**config.mk**
```make
export PLATFORM = sky130hd
export DESIGN_NAME = jvm_decode_sequencer
export DESIGN_NICKNAME = d
export VERILOG_FILES = /design/src/rtl/jvm_decode_sequencer.sv
export SDC_FILE = /design/constraint.sdc
export NUM_CORES = 1
export LEC_CHECK = 0
export CELL_PAD_IN_SITES_DETAIL_PLACEMENT = 0
export CELL_PAD_IN_SITES_GLOBAL_PLACEMENT = 1
export CORE_MARGIN = 4
export CORE_UTILIZATION = 31
export DETAILED_ROUTE_END_ITERATION = 10
export PLACE_DENSITY = 0.88
export SETUP_SLACK_MARGIN = 0.3
export SLEW_MARGIN = 20
export SYNTH_ARGS = -nofsm -noshare
export SYNTH_HDL_FRONTEND = slang
export SYNTH_SLANG_ARGS = --single-unit
```
**constraint.sdc**
```tcl
create_clock -name clk -period 1.9 [get_ports clk]
set_input_delay 0.38 -clock clk [delete_from_list [all_inputs] [get_ports clk]]
set_output_delay 0.38 -clock clk [all_outputs]
set_load 0.01 [all_outputs]
```
**src/rtl/jvm_decode_sequencer.sv**
```systemverilog
// JVM instruction decode sequencer: fetches an opcode, walks its operand
// bytes in two-cycle half steps, then iterates the micro-op ROM chain.
//
// Ports:
//   clk, reset        rising-edge clock, synchronous active-high reset
//   waiting, flush    stall (freeze) and abort current instruction
//   iram_data         instruction byte
//   parameter_number  operand byte count of the opcode on iram_data
//   next_adr          next micro-op address from ROM (0 = end of chain)
//   state             FETCH=0, DECODE=1, PARAMS=2, ITER=3
//   com_adr           current micro-op address
//   jvm_opcode        latched opcode
//   q_select          1 = operand queue fetch mode, 0 = iterate mode
//   param_even        half-step phase of the current operand byte
//   push_wide         high for the final PARAMS cycle
//   is_wide           wide prefix pending or active
//   param_idx         operand byte index
//   fetch_req         combinational, high in FETCH
//   instr_done        one-cycle pulse at instruction end
module jvm_decode_sequencer #(
    parameter int          ADR_W   = 8,
    parameter int          PARAM_W = 3,
    parameter logic [7:0]  WIDE_OP = 8'hC4
) (
    input  logic               clk,
    input  logic               reset,
    input  logic               waiting,
    input  logic               flush,
    input  logic [7:0]         iram_data,
    input  logic [PARAM_W-1:0] parameter_number,
    input  logic [ADR_W-1:0]   next_adr,
    output logic [1:0]         state,
    output logic [ADR_W-1:0]   com_adr,
    output logic [7:0]         jvm_opcode,
    output logic               q_select,
    output logic               param_even,
    output logic               push_wide,
    output logic               is_wide,
    output logic [PARAM_W:0]   param_idx,
    output logic               fetch_req,
    output logic               instr_done
);

    typedef enum logic [1:0] {
        FETCH  = 2'd0,
        DECODE = 2'd1,
        PARAMS = 2'd2,
        ITER   = 2'd3
    } state_t;

    state_t           state_q;
    logic [PARAM_W:0] target;
    logic [PARAM_W:0] target_next;

    // A wide prefix doubles the operand byte count; the extra bit of
    // width keeps the doubled count from overflowing.
    assign target_next = is_wide ? {parameter_number, 1'b0}
                                 : {1'b0, parameter_number};

    assign state     = state_q;
    assign fetch_req = (state_q == FETCH);

    always_ff @(posedge clk) begin
        if (reset) begin
            state_q    <= FETCH;
            com_adr    <= '0;
            jvm_opcode <= '0;
            q_select   <= 1'b0;
            param_even <= 1'b0;
            push_wide  <= 1'b0;
            is_wide    <= 1'b0;
            param_idx  <= '0;
            instr_done <= 1'b0;
            target     <= '0;
        end else if (flush) begin
            // Redirect: drop the instruction but keep com_adr/jvm_opcode.
            state_q    <= FETCH;
            q_select   <= 1'b0;
            param_even <= 1'b0;
            push_wide  <= 1'b0;
            is_wide    <= 1'b0;
            param_idx  <= '0;
            instr_done <= 1'b0;
        end else begin
            // The done pulse never outlives its edge, even across a stall.
            instr_done <= 1'b0;
            if (!waiting) begin
                unique case (state_q)
                    FETCH: begin
                        state_q <= DECODE;
                    end
                    DECODE: begin
                        jvm_opcode <= iram_data;
                        param_idx  <= '0;
                        param_even <= 1'b0;
                        if (iram_data == WIDE_OP) begin
                            is_wide <= 1'b1;
                            state_q <= FETCH;
                        end else if (target_next != '0) begin
                            target   <= target_next;
                            q_select <= 1'b1;
                            state_q  <= PARAMS;
                        end else begin
                            target   <= '0;
                            com_adr  <= ADR_W'(iram_data);
                            q_select <= 1'b0;
                            state_q  <= ITER;
                        end
                    end
                    PARAMS: begin
                        if (param_idx < target) begin
                            param_even <= ~param_even;
                            if (param_even)
                                param_idx <= param_idx + 1'b1;
                        end else if (!push_wide) begin
                            push_wide <= 1'b1;
                        end else begin
                            com_adr    <= ADR_W'(jvm_opcode);
                            q_select   <= 1'b0;
                            param_even <= 1'b0;
                            push_wide  <= 1'b0;
                            state_q    <= ITER;
                        end
                    end
                    ITER: begin
                        is_wide <= 1'b0;
                        if (next_adr != '0) begin
                            com_adr <= next_adr;
                        end else begin
                            instr_done <= 1'b1;
                            state_q    <= FETCH;
                        end
                    end
                endcase
            end
        end
    end

endmodule

```
==> Word level (Yosys, flattened, before mapping) <==
Index checks and enable logic that the tools add are counted.
{ "classes": {"n_addsub": 1, "multipliers": 0, "div": 0, "n_lt_le_gt_ge": 1, "eq_ne": 14, "shift": 0, "mux": 28, "bitwise": 6, "reduce_logical": 17} }
{ "ops": {"columns": ["operator", "n"], "rows": [
  ["2-to-1 mux 8 bit", 5],
  ["one-hot mux 8 bit (3 select lines)", 1],
  ["!= test 2 bit (second input constant)", 9],
  ["2-to-1 mux 4 bit", 4],
  ["AND reduction 3 bit", 4],
  ["AND reduction 4 bit", 3],
  ["2-to-1 mux 1 bit", 9],
  ["equality test 8 bit (second input constant)", 1],
  ["2-to-1 mux 2 bit", 4],
  ["one-hot mux 2 bit (4 select lines)", 1],
  ["one-hot mux 4 bit (2 select lines)", 1],
  ["AND reduction 8 bit", 1],
  ["nonzero test 8 bit", 1],
  ["inverter 1 bit", 6],
  ["one-hot mux 1 bit (2 select lines)", 3],
  ["AND reduction 5 bit", 1],
  ["adder 4 x 1 -> 4 bit (second input constant)", 1],
  ["equality test 2 bit (second input constant)", 2],
  ["less-than comparator 4 bit", 1],
  ["nonzero test 2 bit", 2],
  ["nonzero test 4 bit", 1],
  ["OR reduction 4 bit", 1],
  ["!= test 3 bit (second input constant)", 1],
  ["nonzero test 3 bit", 1],
  ["other kinds (3)", 3]
]} }
{ "totals": {"register_bits": 31, "latch_bits": 0, "mem_bits_rw": 0, "mem_bits_ro": 0, "out_inout_bits": 28, "word_cells": 77, "mem_count": 0} }

==> Logic depth before layout (Yosys ltp) <==
{ "depth": {"ltp_word": 5, "depth_mapped": 8, "depth_no_buf": 7} }

==> Least setup slack after synthesis <==
OpenSTA, ideal clock, no wires.
{ "synth_timing": {"path_type": "flip-flop to flip-flop", "start": "register state_q[0], in the netlist state[0]", "end": "register com_adr[5]", "arrival_time_ps": 1967, "required_time_ps": 1834, "setup_slack_ps": -133, "stages_incl_launch_ff": 9, "path_buffers": 1, "path_cell_list": "dfxtp_1 > inv_1 > ha_1 > and2b_2 > a31oi_1 > nand4_4 > buf_6 > a21o_1 > a21oi_2"} }
{ "synth_via": {"elab_chain_len": 3} }
{ "synth_lines": {"columns": ["element", "line", "text"], "rows": [
  ["start: declaration", "51", "state_t state_q;"],
  ["start signal: assignment", "65", "state_q <= FETCH;"],
  ["start signal: assignment", "77", "state_q <= FETCH;"],
  ["start signal: assignment", "90", "state_q <= DECODE;"],
  ["equality test 2 bit or equality test 2 x 1 -> 1 bit (tied branches)", "88", "unique case (state_q)"],
  ["!= test 2 bit (no source line) or nonzero test 3 bit (tied branches)", null, null],
  ["AND reduction 8 bit (no source line)", null, null],
  ["end signal: assignment", "105", "com_adr <= ADR_W'(iram_data);"],
  ["end signal: assignment", "118", "com_adr <= ADR_W'(jvm_opcode);"],
  ["end signal: assignment", "128", "com_adr <= next_adr;"],
  ["end: declaration", "33", "output logic [ADR_W-1:0] com_adr,"]
]} }
Several ways; a longest one is shown, not always the timed one.
A chain may end at the register's enable or synchronous reset.

==> Worst setup path in the final report <==
{ "layout_timing": {"start": "register target[3]", "end": "register state_q[0], in the netlist state[0]"} }
{ "layout_via": {"elab_chain_len": 3} }
{ "layout_lines": {"columns": ["element", "line", "text"], "rows": [
  ["start: declaration", "52", "logic [PARAM_W:0] target;"],
  ["start signal: assignment", "100", "target <= target_next;"],
  ["less-than comparator 4 bit", "111", "if (param_idx < target) begin"],
  ["!= test 2 bit (no source line)", null, null],
  ["AND reduction 4 bit (no source line)", null, null],
  ["end signal: assignment", "107", "state_q <= ITER;"],
  ["end signal: assignment", "122", "state_q <= ITER;"],
  ["end signal: assignment", "131", "state_q <= FETCH;"]
]} }
No other way between the ends.

==> metrics.txt <==
clk_lat worst skew 280 ps; I/O Pins slightly above 50; Worst-path clk slew roughly 70 ps; Distinct cells, synth between 40 and 50; FMAX 544 MHz; Final Non-Filler Cells ~380; CP peak stage delay 340 ps; dpl hpwl 4040 µm; fraction of layout cells with a size suffix above 1 roughly 44%; Util after Layout between 50 and 60%; maxcap violations 0; Lkg Pwr around 1.6 nW; cell depth of the worst hold path 2; routed len/inst between 15 and 20 µm; DRT Pass-1 Iters 4; row cnt 26; final-stage net count about 340; CP Max Fanout 2; initial detailed-routing violation count 77; Setup crit start kind flop; CP Data Required Time roughly 2100 ps; EDFF count, synth 0; Arr. time, crit path roughly 2000 ps; register area approximately 640 µm²; hold_sp q_select; Worst Tran Pin Value about 380 ps; most frequent cells in the layout 46 x buf_4, 33 x dlymetal6s2s_1, 32 x nand2_1; total routed wirelength between 6000 and 7000 µm; combinational family with the most area after synthesis compound AO/OA/AOI/OAI gates; Die Wd just over 80 µm; gpl congestion between 0.7 and 0.8; I/O Buffers 50; FILL cells 428; crit-path cells inv_2 > ha_4 > o211ai_1 > o21a_2 > a2111oi_4 > o21ai_1 > a32o_1; CTS tree yes; YS warnings 0; XOR/XNOR share of the synthesized area less than 1%; beginning of the worst register-to-register path target[3]; initial antenna violation count 0; All-Layer GR Usage between 10% and 20%; RSZ-0062 raised after global routing true; Synth Area in Simple Gates 23.9%; maximum vdd drop 0.385 mV; status complete, no violations; fraction of registers with async set/reset 0%; number of synthesized register bits 31; synth-to-layout area growth 82.8%; Core Region approximately 0.0052 mm²; Inserted Diodes 0; R2R setup slack approximately 62 ps; grt ovf 0; fin area 0.00312 mm²; setup ws final roughly 62 ps; via count between 1,500 and 2,000; CTS root buffer clkbuf_8; Post-Synthesis Net Count ~230; commonest non-fill, non-tap cell in the layout buf_4; vias in the first global route ~1,900; Placed Area approximately 0.0026 mm²; adder-cell area share of the yosys netlist 5.86%; Post-Syn Area 0.00171 mm²; final number of hold-violating endpoints 0; Hold Crit Endpoint q_select; Cell Count Post-Placement 353; Num CTS Buffers 5; H-tree levels 2; Max clock buf depth 2; relative slew slack 74.8%; DR vias/cell around 5; period utilisation layout a little under 100%; area of the multi-input gates 0.00126 mm²; cell with the largest stage delay on the worst path dfxtp_2; r2r worst-path depth 7; critical path type flop to flop; Hold Path Class flop to flop; largest net degree at the start of global routing 23; pwr dens 451 mW/mm²; clk sinks 31; Antenna Nets Post-Route 0; sequential area share after synthesis a little over a third; DIE HEIGHT 82.3 µm; Post-Synthesis Cells 202; Pins Over Slew Limit 0; crit end category flop; TNS Setup 0 ps; mux share of post-synthesis cell area 1.76%; DP Worst Slack -452 ps; compound-cell area share of the yosys netlist approximately a quarter; first-pass GRT wire length 9190 µm; Setup Skew about 3.4 ps; Initial Util between 30% and 40%; most common flop cell mapped by yosys dfxtp_1; Setup violations, final 0; DRC 0; Die ar. about 0.0068 mm²; min Tclk post-route around 1800 ps; Post-Syn Area per Cell ~8.5 µm²; capturing point of the worst reg2reg path state[0]
[where the power goes]
part / internal, mW / switching, mW / total [mW]
Sequential: 0.653 / 0.00717 / 0.660
Combinational: 0.118 / 0.104 / 0.222
Clock: 0.284 / 0.243 / 0.527
[cell families (layout without fill, tap and decap cells)]
logic type | after synthesis | after routing
simple gates | 80 | 81
compound gates | 64 | 64
flops | 31 | 31
buf+inv | 15 | 119
fa+ha+maj | 8 | 8
mux | 3 | 3
xor+xnor | 1 | 1
[Yosys cell counts (all sizes together), types with 2 or more instances]
library cell / count / area, µm²
o211ai: 2 / 15.0
nand3: 5 / 25.0
a21o: 8 / 67.6
inv: 7 / 26.3
dfxtp: 31 / 621
buf: 2 / 15.0
o21ai: 4 / 20.0
a22oi: 10 / 75.1
nand4: 3 / 33.8
a21oi: 27 / 146
and3: 2 / 12.5
ha: 8 / 100
or3: 3 / 23.8
nor4: 3 / 18.8
a31oi: 2 / 12.5
a211oi: 2 / 15.0
nor3: 4 / 20.0
clkbuf: 5 / 38.8
nor2: 10 / 37.5
nand2: 42 / 158
a2111oi: 2 / 42.5
mux2i: 3 / 30.0
[final cells by class]
type	instances	area share [%]
tap	70	2.80
clock buffer	6	2.64
multi-input combinational	157	40.2
sequential	31	20.6
timing repair buffer	105	32.6
clock inverter	1	0.160
inverter	7	1.00
[state kept, by name (all words and copies together) (netlist names), named ones only]
name        count
com_adr         8
instr_done      1
is_wide         1
jvm_opcode      8
param_even      1
param_idx       4
push_wide       1
q_select        1
state           1
target          4
[worst max path at each step]
stage                             start         end  slack [ps]  cells after the start
floorplan           parameter_number[0]  com_adr[5]         140                      6
global placement    parameter_number[0]  com_adr[0]        -380                      6
detailed placement  parameter_number[0]  com_adr[0]        -450                      6
CTS                           target[3]    state[0]          50                      7
global route                  target[3]  com_adr[0]         -10                     10
finish                        target[3]    state[0]          60                      7
[routing by layer]
layer  vias up  wire (µm)  global-route usage [%]
met5         -          0                       0
met4         0        112                    5.65
met3        15        228                    3.04
met2        62       2880                    28.0
met1       918       2790                    24.1
li1        943          -                       -
[worst max-delay path, delay by kind of cell (launching register included)]
family | cells | cell delay [ps]
AO/OA/AOI/OAI | 5 | 1100
flip-flops | 1 | 340
adder cells (fa/ha/maj) | 1 | 260
buffers and inverters | 1 | 40
[what timing repair did]
action / in CTS / in global routing
hold buffers: 0 / 0
gates resized for setup: 57 / 52
setup buffers: 9 / 7
gates cloned: 1 / 0
pin swaps: 31 / 15
endpoints found under the setup margin: 27 / 42
[per-stage QoR]
stage                     hold WS (ps)  total power [mW]
after detailed placement           442             0.877
after global routing               472              1.47
after global placement             438             0.873
after CTS                          452              1.41
final                              453              1.41
after floorplan                    424             0.747
(Power assumes the default switching activity.)
